==> src/rtl/fp_align.sv <==
// rtl/fp_align.sv - floating-point operand exponent compare and sticky mantissa alignment
module fp_align #(
    parameter int MAX_SHIFT = 27
) (
    input  logic        clk,
    input  logic        rst_n,
    input  logic        in_valid,
    output logic        in_ready,
    input  logic        sign_a,
    input  logic        sign_b,
    input  logic [7:0]  exp_a,
    input  logic [7:0]  exp_b,
    input  logic [27:0] ext_mantis_a,
    input  logic [27:0] ext_mantis_b,
    input  logic [2:0]  type_a,
    input  logic [2:0]  type_b,
    output logic        out_valid,
    input  logic        out_ready,
    output logic        out_sign_big,
    output logic        out_sign_small,
    output logic [7:0]  out_exp,
    output logic [27:0] out_mant_big,
    output logic [27:0] out_mant_small,
    output logic        out_swap,
    output logic        out_special
);

    typedef enum logic [1:0] {IDLE, COMPARE, SHIFT, DONE} state_t;

    state_t      state_q, state_d;
    logic        a_sign_q, a_sign_d, b_sign_q, b_sign_d;
    logic [7:0]  a_exp_q, a_exp_d, b_exp_q, b_exp_d;
    logic [27:0] a_mant_q, a_mant_d, b_mant_q, b_mant_d;
    logic [2:0]  a_type_q, a_type_d, b_type_q, b_type_d;
    logic [4:0]  cnt_q, cnt_d;
    logic [27:0] small_q, small_d;
    logic        o_sign_big_q, o_sign_big_d, o_sign_small_q, o_sign_small_d;
    logic [7:0]  o_exp_q, o_exp_d;
    logic [27:0] o_mant_big_q, o_mant_big_d, o_mant_small_q, o_mant_small_d;
    logic        o_swap_q, o_swap_d, o_special_q, o_special_d;

    logic [7:0]  eff_a, eff_b, diff;
    logic        swap, special;
    logic [4:0]  n;
    logic [27:0] shifted;

    // Latched operands stay stable through COMPARE/SHIFT, so these are valid there.
    always_comb begin
        eff_a   = (a_type_q == 3'd1) ? 8'd1 : a_exp_q;
        eff_b   = (b_type_q == 3'd1) ? 8'd1 : b_exp_q;
        special = !((a_type_q == 3'd1) || (a_type_q == 3'd2)) ||
                  !((b_type_q == 3'd1) || (b_type_q == 3'd2));
        swap    = eff_b > eff_a;
        diff    = swap ? (eff_b - eff_a) : (eff_a - eff_b);
        n       = (diff > 8'(MAX_SHIFT)) ? 5'(MAX_SHIFT) : diff[4:0];
        shifted = {1'b0, small_q[27:2], small_q[1] | small_q[0]};
    end

    always_comb begin
        state_d        = state_q;
        a_sign_d       = a_sign_q;
        b_sign_d       = b_sign_q;
        a_exp_d        = a_exp_q;
        b_exp_d        = b_exp_q;
        a_mant_d       = a_mant_q;
        b_mant_d       = b_mant_q;
        a_type_d       = a_type_q;
        b_type_d       = b_type_q;
        cnt_d          = cnt_q;
        small_d        = small_q;
        o_sign_big_d   = o_sign_big_q;
        o_sign_small_d = o_sign_small_q;
        o_exp_d        = o_exp_q;
        o_mant_big_d   = o_mant_big_q;
        o_mant_small_d = o_mant_small_q;
        o_swap_d       = o_swap_q;
        o_special_d    = o_special_q;
        case (state_q)
            IDLE: begin
                if (in_valid) begin
                    a_sign_d = sign_a;
                    b_sign_d = sign_b;
                    a_exp_d  = exp_a;
                    b_exp_d  = exp_b;
                    a_mant_d = ext_mantis_a;
                    b_mant_d = ext_mantis_b;
                    a_type_d = type_a;
                    b_type_d = type_b;
                    state_d  = COMPARE;
                end
            end
            COMPARE: begin
                if (special) begin
                    o_sign_big_d   = a_sign_q;
                    o_sign_small_d = b_sign_q;
                    o_exp_d        = a_exp_q;
                    o_mant_big_d   = a_mant_q;
                    o_mant_small_d = b_mant_q;
                    o_swap_d       = 1'b0;
                    o_special_d    = 1'b1;
                    state_d        = DONE;
                end else begin
                    small_d = swap ? a_mant_q : b_mant_q;
                    cnt_d   = n;
                    state_d = (n == 5'd0) ? DONE : SHIFT;
                    if (n == 5'd0) begin
                        o_sign_big_d   = a_sign_q;
                        o_sign_small_d = b_sign_q;
                        o_exp_d        = eff_a;
                        o_mant_big_d   = a_mant_q;
                        o_mant_small_d = b_mant_q;
                        o_swap_d       = 1'b0;
                        o_special_d    = 1'b0;
                    end
                end
            end
            SHIFT: begin
                small_d = shifted;
                cnt_d   = cnt_q - 5'd1;
                if (cnt_q == 5'd1) begin
                    o_sign_big_d   = swap ? b_sign_q : a_sign_q;
                    o_sign_small_d = swap ? a_sign_q : b_sign_q;
                    o_exp_d        = swap ? eff_b : eff_a;
                    o_mant_big_d   = swap ? b_mant_q : a_mant_q;
                    o_mant_small_d = shifted;
                    o_swap_d       = swap;
                    o_special_d    = 1'b0;
                    state_d        = DONE;
                end
            end
            DONE: begin
                if (out_ready) state_d = IDLE;
            end
            default: state_d = IDLE;
        endcase
    end

    always_ff @(posedge clk or negedge rst_n) begin
        if (!rst_n) begin
            state_q        <= IDLE;
            a_sign_q       <= 1'b0;
            b_sign_q       <= 1'b0;
            a_exp_q        <= 8'd0;
            b_exp_q        <= 8'd0;
            a_mant_q       <= 28'd0;
            b_mant_q       <= 28'd0;
            a_type_q       <= 3'd0;
            b_type_q       <= 3'd0;
            cnt_q          <= 5'd0;
            small_q        <= 28'd0;
            o_sign_big_q   <= 1'b0;
            o_sign_small_q <= 1'b0;
            o_exp_q        <= 8'd0;
            o_mant_big_q   <= 28'd0;
            o_mant_small_q <= 28'd0;
            o_swap_q       <= 1'b0;
            o_special_q    <= 1'b0;
        end else begin
            state_q        <= state_d;
            a_sign_q       <= a_sign_d;
            b_sign_q       <= b_sign_d;
            a_exp_q        <= a_exp_d;
            b_exp_q        <= b_exp_d;
            a_mant_q       <= a_mant_d;
            b_mant_q       <= b_mant_d;
            a_type_q       <= a_type_d;
            b_type_q       <= b_type_d;
            cnt_q          <= cnt_d;
            small_q        <= small_d;
            o_sign_big_q   <= o_sign_big_d;
            o_sign_small_q <= o_sign_small_d;
            o_exp_q        <= o_exp_d;
            o_mant_big_q   <= o_mant_big_d;
            o_mant_small_q <= o_mant_small_d;
            o_swap_q       <= o_swap_d;
            o_special_q    <= o_special_d;
        end
    end

    assign in_ready       = (state_q == IDLE);
    assign out_valid      = (state_q == DONE);
    assign out_sign_big   = o_sign_big_q;
    assign out_sign_small = o_sign_small_q;
    assign out_exp        = o_exp_q;
    assign out_mant_big   = o_mant_big_q;
    assign out_mant_small = o_mant_small_q;
    assign out_swap       = o_swap_q;
    assign out_special    = o_special_q;

endmodule

==> config.mk <==
export PLATFORM = sky130hd
export DESIGN_NAME = fp_align
export DESIGN_NICKNAME = d
export VERILOG_FILES = /design/src/rtl/fp_align.sv
export SDC_FILE = /design/constraint.sdc
export NUM_CORES = 1
export LEC_CHECK = 0
export ABC_CLOCK_PERIOD_IN_PS = 5400
export CAP_MARGIN = 20
export CORE_UTILIZATION = 38
export CTS_CLUSTER_SIZE = 12
export DETAILED_ROUTE_END_ITERATION = 16
export GPL_TIMING_DRIVEN = 0
export PLACE_DENSITY = 0.66
export SLEW_MARGIN = 20
export SYNTH_ARGS = -nofsm -noshare
export SYNTH_HDL_FRONTEND = slang
export SYNTH_SLANG_ARGS = --single-unit
==> constraint.sdc <==
create_clock -name clk -period 5.4 [get_ports clk]
set_input_delay 1.08 -clock clk [delete_from_list [all_inputs] [get_ports clk]]
set_output_delay 1.08 -clock clk [all_outputs]
set_load 0.02 [all_outputs]
== After elaboration in Yosys (flattened, before gate mapping) ==
Cells that the tools add are included.
Word-level totals
  register bits: 183
  bits in latches: 0
  bits in writable memories: 0
  memories: 0
  bits of input ports: 84
  ROM bits: 0
Operators by class
  div/mod/pow operators: 0
  reduce and logical (&&, ||, !) cells: 12
  add/subtract/negate cells: 3
  shift operators: 0
  equality and inequality tests: 13
  $lt $le $gt $ge: 2
  multiply operators: 0
  bitwise logic cells: 1
  muxes and demuxes: 46
Operators by type and width (count)
  28-bit two-way mux: 9
  28-bit one-hot mux with 2 select lines: 3
  8-bit two-way mux: 7
  8-bit one-hot mux with 2 select lines: 1
  8-bit subtractor: 2
  1-bit two-way mux: 15
  5-bit two-way mux: 2
  5-bit one-hot mux with 2 select lines: 1
  8-bit by 5-bit greater-than comparator with 1-bit output (second input constant): 1
  8-bit greater-than comparator: 1
  1-bit one-hot mux with 2 select lines: 4
  2-bit one-hot mux with 4 select lines: 1
  3-bit by 1-bit equality test with 1-bit output (second input constant): 2
  3-bit by 2-bit equality test with 1-bit output (second input constant): 2
  2-bit two-way mux: 3
  2-bit inequality test (second input constant): 3
  3-bit AND reduction: 2
  5-bit by 1-bit equality test with 1-bit output (second input constant): 1
  5-bit logical NOT: 1
  5-bit by 1-bit subtractor with 5-bit output (second input constant): 1
  2-bit equality test (second input constant): 2
  2-bit AND reduction: 2
  1-bit logical OR: 3
  3-bit inequality test (second input constant): 1
  6 further kinds: 7

== Logic depth before layout (Yosys ltp) ==
Gate-level depths: netlist of run 1.
  depth in word-level cells: 10
  depth in mapped cells: 18
  depth with buffers taken out: 14

== Worst setup path before layout of run 1 ==
Ideal clock, no wire load.
  path type: flip-flop to flip-flop
  from: reg b_type_q[2]
  to: reg o_mant_big_q[10], in the netlist out_mant_big[10]
  setup time: 0.125 ns
  stages on the path, launching flop included: 17
  buffers on the path: 5
  setup slack: 1.199 ns
  arrival time: 4.076 ns
  period minus slack after synthesis: 4.201 ns
  path through: dfrtp_1 > or3b_1 > buf_4 > and2_1 > ha_1 > clkbuf_1 > nand4_1 > or4_4 > a21o_1 > buf_6 > nor4b_2 > a21oi_1 > nor4_4 > o221a_2 > buf_8 > buf_12 > mux2_4
Between the ends
  word-level cells in the longest chain between the ends: 9
  elaborated cells on any way between the ends: 19
RTL lines
  from (decl): RTL line 34  | logic [2:0] a_type_q, a_type_d, b_type_q, b_type_d;
  from (signal assigned): RTL line 167  | b_type_q <= b_type_d;
  3-bit by 1-bit equality test with 1-bit output: RTL line 50, 52
  8-bit two-way mux: RTL line 50  | eff_b = (b_type_q == 3'd1) ? 8'd1 : b_exp_q;
  8-bit subtractor or 8-bit greater-than comparator (tied branches): RTL line 54, 53
  8-bit two-way mux: RTL line 54  | diff = swap ? (eff_b - eff_a) : (eff_a - eff_b);
  8-bit by 5-bit greater-than comparator with 1-bit output: RTL line 55  | n = (diff > 8'(MAX_SHIFT)) ? 5'(MAX_SHIFT) : diff[4:0];
  5-bit two-way mux: RTL line 55
  5-bit logical NOT: RTL line 106  | if (n == 5'd0) begin
  3-bit inequality test (no source line)
  3-bit AND reduction (no source line)
  to (signal assigned): RTL line 173  | o_mant_big_q <= o_mant_big_d;
  to (decl): RTL line 39  | logic [27:0] o_mant_big_q, o_mant_big_d, o_mant_small_q, o_mant_small_d;
Parallel ways exist; a longest one is shown, timed or not. The select of a mux whose other input is x is not followed.
A chain may end at the register's enable or synchronous reset.

== Worst setup path in the final report of run 1 ==
  from: reg a_type_q[2]
  to: reg o_exp_q[1], in the netlist out_exp[1]
Between the ends
  word-level cells in the longest chain between the ends: 9
  elaborated cells on any way between the ends: 20
RTL lines
  from (decl): RTL line 34
  from (signal assigned): RTL line 166  | a_type_q <= a_type_d;
  3-bit by 1-bit equality test with 1-bit output: RTL line 49, 51
  8-bit two-way mux: RTL line 49  | eff_a = (a_type_q == 3'd1) ? 8'd1 : a_exp_q;
  8-bit subtractor or 8-bit greater-than comparator (tied branches): RTL line 54, 53
  8-bit two-way mux: RTL line 54
  8-bit by 5-bit greater-than comparator with 1-bit output: RTL line 55
  5-bit two-way mux: RTL line 55
  5-bit logical NOT: RTL line 106
  3-bit inequality test (no source line)
  3-bit AND reduction (no source line)
  to (signal assigned): RTL line 172  | o_exp_q <= o_exp_d;
  to (decl): RTL line 38  | logic [7:0] o_exp_q, o_exp_d;
Parallel ways exist; a longest one is shown, timed or not. The select of a mux whose other input is x is not followed.

==> metrics.txt, run 1 <==
status=completed; count of different cell masters after synthesis=62; number of flops mapped to enable cells by yosys=0; Mapped Cells=843; area grow syn2layout=27.0%; reg2reg end=out_exp[1]; largest net degree at the start of global routing=74; # fillers=2,221; Tot GR Track Use=20.5%; Die ar.=25,800 um^2; period utilization=89.0%; vias in the first global route=7,199; area of the multi-input gates=4550 um^2; largest area contributor in the netlist=dfrtp_1; DRC=0; Netlist Area Pre-Place=9550 um^2; Setup Total Neg Slack=0 ns; fraction of layout instances using a drive strength above 1=25.0%; worst reg2reg startpoint=a_type_q[2]; Resized cells post-CTS=0; CP Launch Type=flop; fmax=208 MHz; Crit Path Category=reg2reg; fin util=49.6%; most common cell after layout, fill and taps aside=dfrtp_1; CTS tree=yes; first-pass GRT wire length=40.8 mm; clock sink total=183; end of the worst hold path=small_q[3]; class of the worst hold path=reg2reg; # IOs=154; sequential-to-total area share from yosys stat=48.0%; Synth async-reset ratio=100%; R2R cell count=17; total number of H-tree levels=4; Hold Path Stages=2; 1st-iter DRT viols=430; Net Count, Synth=950; Routed WL per cell=18.9 um; Rows=57; routed wire length=25.6 mm; sequential cell area=4580 um^2; Mapped Avg Cell Area=11.3 um^2; Worst-path clk slew=0.07 ns; CP max FO=10; Longest Clk Path Bufs=2; Die H=160 um; critical path endpoint category=flop; crit path DAT=5.12 ns; Skew-Pair Late Insertion Delay=0.44 ns; Routed Antenna Nets=0; HP Start=small_q[3]; r2r setup slk=0.59 ns; starting density of the core=39.0%; final number of max-transition violations=0; Diodes inserted=0; Core Box Area=24,500 um^2; initial antenna violation count=0; Area contributors post-synth=dfrtp_1, mux2_2, nand2_1; Relative slew margins=41.6%; clk_skew=0.0179 ns; endpoints failing setup=0; # nets final=1,124; maxcap violations=0; commonest cells after routing, fill and taps aside=dfrtp_1, mux2_2, clkdlybuf4s50_1; post-synth top area share=48.0%; port bufs=153; Syn. warnings=0; Final Cell Area=12,100 um^2; Area after DPL=11,500 um^2; DR pass1 iterations=5; grt ovf=0; Post-DP HPWL=18.3 mm; post-CTS setup buffers=0; ys flop type=dfrtp_1; CTS Buf Count=17; RSZ-0062 raised after global routing=no; width of the die=160 um; Slew @ Worst Pin=0.868 ns; global placer's final weighted congestion=0.863; Fin. Hold Viols=0; Hold WS=0.500 ns; CTS root buf=clkbuf_16; Final min period=4.81 ns; Vias/cell=5.21; Vias=7,060; Worst EP required=5.71 ns; Yosys reg bits=183; CTS Hold Bufs=0
## Yosys cell counts, types with 3 or more instances
master    count
a22o_1        7
mux2i_1       4
a21oi_1      69
inv_1        35
mux2_2      173
nor4_1        3
buf_4         4
nor2_1       17
xnor2_1       5
clkbuf_1     31
a31oi_1       4
a21o_1        5
buf_12        3
dfrtp_1     183
nand3_1       4
nor3b_1       3
mux2_4       28
nor3_1        3
o21ai_0      50
nand2_1     117
a211oi_1      3
ha_1         21
nor2b_1       4
nand4_1       3
o211ai_1      3
buf_1        10
o31ai_1       4
## area by class of cell
| class | instances | share of cell area, % |
|---|---|---|
| well taps | 324 | 3.34 |
| multi-input cells | 574 | 37.6 |
| flip-flops and latches | 183 | 37.8 |
| plain buffers | 51 | 2.32 |
| clock buffers | 17 | 3.51 |
| clock inverters | 15 | 1.30 |
| repair buffers | 155 | 13.1 |
| inverters | 35 | 1.08 |
## critical path, cell delays in order, from the launching register on
cell      delay (ns)
dfrtp_1         0.41
or3b_2          0.47
clkbuf_1        0.25
nand2_1         0.16
inv_1           0.07
ha_1            0.26
clkbuf_1        0.33
and3b_1         0.26
o31ai_1         0.09
a31o_2          0.27
a311oi_1        0.31
nand4_1         0.16
o31a_1          0.19
nor4_4          0.38
o221a_2         0.38
buf_8           0.21
buf_12          0.17
mux2_4          0.30
## cells by family (layout without fill, tap and decap cells)
| logic type | count (synthesis) | after routing | synth area share [%] |
|---|---|---|---|
| fa+ha+maj | 23 | 23 | 3.17 |
| flops | 183 | 183 | 48.0 |
| xor+xnor | 7 | 7 | 0.642 |
| mux | 205 | 205 | 25.2 |
| buf+inv | 86 | 273 | 4.33 |
| compound gates | 168 | 168 | 10.5 |
| simple gates | 171 | 171 | 8.17 |
## how the worst max path moves through the flow
| stage | from | endpoint | slack, ns |
|---|---|---|---|
| floorplan | b_type_q[2] | out_mant_big[10] | 1.20 |
| global placement | rst_n | out_mant_big[21] | -4.61 |
| detailed placement | a_type_q[2] | out_mant_big[24] | 0.62 |
| CTS | a_type_q[2] | out_mant_big[26] | 0.61 |
| global route | a_type_q[2] | out_exp[6] | 0.25 |
| finish | a_type_q[2] | out_exp[1] | 0.59 |
## metrics by stage
| stage | instances | setup WS [ns] |
|---|---|---|
| after global placement | 1320 | -4.61 |
| after floorplan | 843 | 1.20 |
| final | 1354 | 0.594 |
| after CTS | 1354 | 0.605 |
| after global routing | 1354 | 0.252 |
| after detailed placement | 1322 | 0.624 |
## sequential cells by signal, summed over array words and instances, names as in the netlist, 2 cells and up
register        count
a_exp_q             8
a_mant_q           28
a_type_q            3
b_exp_q             8
b_mant_q           28
b_type_q            3
cnt_q               5
out_exp             8
out_mant_big       28
out_mant_small     28
small_q            28
state_q             2
## per-layer routing
layer | part of all wire (%) | vias to the layer above | routed length [um] | track usage (%)
li1 | - | 3329 | - | -
met4 | 0.95 | 0 | 244 | 4.81
met5 | 0 | - | 0 | 0
met3 | 3.9 | 16 | 999 | 3.74
met1 | 48 | 3541 | 12400 | 29.0
met2 | 47 | 174 | 12000 | 32.4
Power of run 1 is not shown: default switching activity piles up to over one toggle a cycle in this logic, so the estimate is an artifact.
==> run 2, diff against run 1 <==
- CAP_MARGIN: 20 -> 25
- CORE_MARGIN: not set -> 2
==> metrics.txt, run 2 (synthesized netlist as in run 1, its figures left out) <==
status=completed (unchanged); Die H=162 um (was 160 um); largest net degree at the start of global routing=96 (was 74); Top delay family on crit path=simple AND/OR/NAND/NOR gates (unchanged); Final Cell Area=12,200 um^2 (was 12,100 um^2); Tot GR Track Use=19.6% (was 20.5%); commonest cells after routing, fill and taps aside=dfrtp_1, mux2_2, clkdlybuf4s50_1 (unchanged); CTS tree=yes (unchanged); worst path bufs/invs=5 (unchanged); Routed Antenna Nets=0 (unchanged); Skew-Pair Late Insertion Delay=0.43 ns (was 0.44 ns); grt ovf=0 (unchanged); CP Cell Sequence=or3b_1 > buf_4 > and2_1 > ha_1 > clkbuf_1 > nand4_1 > or4_4 > a21o_1 > buf_6 > nor4b_2 > a21oi_1 > nor4_4 > o221a_2 > buf_8 > buf_12 > mux2_4 (was or3b_2 > clkbuf_1 > nand2_1 > inv_1 > ha_1 > clkbuf_1 > and3b_1 > o31ai_1 > a31o_2 > a311oi_1 > nand4_1 > o31a_1 > nor4_4 > o221a_2 > buf_8 > buf_12 > mux2_4); Rows=58 (was 57); Post-DP HPWL=18.0 mm (was 18.3 mm); Relative slew margins=46.0% (was 41.6%); Area after DPL=11,500 um^2 (about the same); clk_skew=0.00978 ns (was 0.0179 ns); critical path endpoint category=flop (unchanged); 1st-iter DRT viols=416 (was 430); area grow syn2layout=27.3% (was 27.0%); Fin. Hold Viols=0 (unchanged); maxcap violations=0 (unchanged); Crit path largest cell delay=0.61 ns (was 0.47 ns); area of the multi-input gates=4550 um^2 (unchanged); final number of max-transition violations=0 (unchanged); fmax=207 MHz (was 208 MHz); Vias/cell=5.11 (was 5.21); Core Box Area=24,900 um^2 (was 24,500 um^2); Final min period=4.84 ns (was 4.81 ns); Die ar.=26,400 um^2 (was 25,800 um^2); global placer's final weighted congestion=0.836 (was 0.863); Crit Path Category=reg2reg (unchanged); fraction of layout instances using a drive strength above 1=24.9% (was 25.0%); port bufs=153 (unchanged); routed wire length=25.1 mm (was 25.6 mm); class of the worst hold path=reg2reg (unchanged); period utilization=89.5% (was 89.0%); Routed WL per cell=18.5 um (was 18.9 um); crit path DAT=5.15 ns (was 5.12 ns); total number of H-tree levels=4 (unchanged); placed cells=1,327 (was 1,322); Critical-path top delay cell=or4_4 (was or3b_2); filler-free cell count of the finished design=1,359 (was 1,354); Worst-path clk slew=0.07 ns (about the same); # nets final=1,123 (was 1,124); CTS Hold Bufs=0 (unchanged); Resized cells post-CTS=0 (unchanged); Hold WS=0.499 ns (was 0.500 ns); CP Launch Type=flop (unchanged); Vias=6,940 (was 7,060); CP max FO=10 (unchanged); clock sink total=183 (unchanged); DR pass1 iterations=5 (unchanged); vias in the first global route=7,320 (was 7,199); Longest Clk Path Bufs=2 (unchanged); starting density of the core=38.3% (was 39.0%); # IOs=154 (unchanged); Diodes inserted=0 (unchanged); RSZ-0062 raised after global routing=no (unchanged); initial antenna violation count=1 (was 0); endpoints failing setup=0 (unchanged); post-CTS setup buffers=0 (unchanged); # fillers=2,253 (was 2,221); sequential cell area=4580 um^2 (unchanged); most common cell after layout, fill and taps aside=dfrtp_1 (unchanged); first-pass GRT wire length=40.3 mm (was 40.8 mm); CTS Buf Count=17 (unchanged); width of the die=162 um (was 160 um); Worst EP required=5.71 ns (about the same); Slew @ Worst Pin=0.810 ns (was 0.868 ns); DRC=0 (unchanged); CTS root buf=clkbuf_16 (unchanged)
-- run 2: cell count changes in the layout (fill, tap and decap cells not counted), sizes merged --
cell	delta
clkinv	-2
buf	-1
bufinv	+3
clkbuf	+2
inv	-3
-- run 2: worst paths after layout --
path	startpoint	end	slack (ns)	cells past startpoint
max	b_type_q[2]	out_exp[5]	0.56	16
max reg2reg	b_type_q[2]	out_exp[5]	0.56	16
min	b_exp_q[7]	b_exp_q[7]	0.50	1
min in group asynchronous	rst_n	b_mant_q[3]	0.67	1
max in group asynchronous	rst_n	b_exp_q[1]	3.81	2
min reg2reg	b_exp_q[7]	b_exp_q[7]	0.50	1
-- run 2: metal layers --
layer | routed length [um] | vias up | GRT usage, %
met5 | 0 | - | 0
met4 | 378 | 0 | 5.35
met3 | 1140 | 25 | 3.92
met2 | 11800 | 179 | 32.0
met1 | 11800 | 3424 | 26.9
li1 | - | 3312 | -
-- run 2: cell type report --
cell class | instances | area share (%)
Timing Repair Buffer | 154 | 12.9
Tap cell | 330 | 3.40
Multi-Input combinational cell | 574 | 37.5
Clock buffer | 19 | 3.64
Inverter | 35 | 1.08
Sequential cell | 183 | 37.7
Buffer | 51 | 2.32
Clock inverter | 13 | 1.55
-- run 2: per-stage QoR --
stage	setup WS, ns	setup TNS (ns)	util, %
6_report	0.564	0	48.8
5_1_grt	0.320	0	48.8
4_1_cts	0.576	0	48.8
3_5_place_dp	0.641	0	46.3
3_3_place_gp	-4.62	-840.31	46.2
2_1_floorplan	1.20	0	-
Power of run 2 is left out for the same reason.
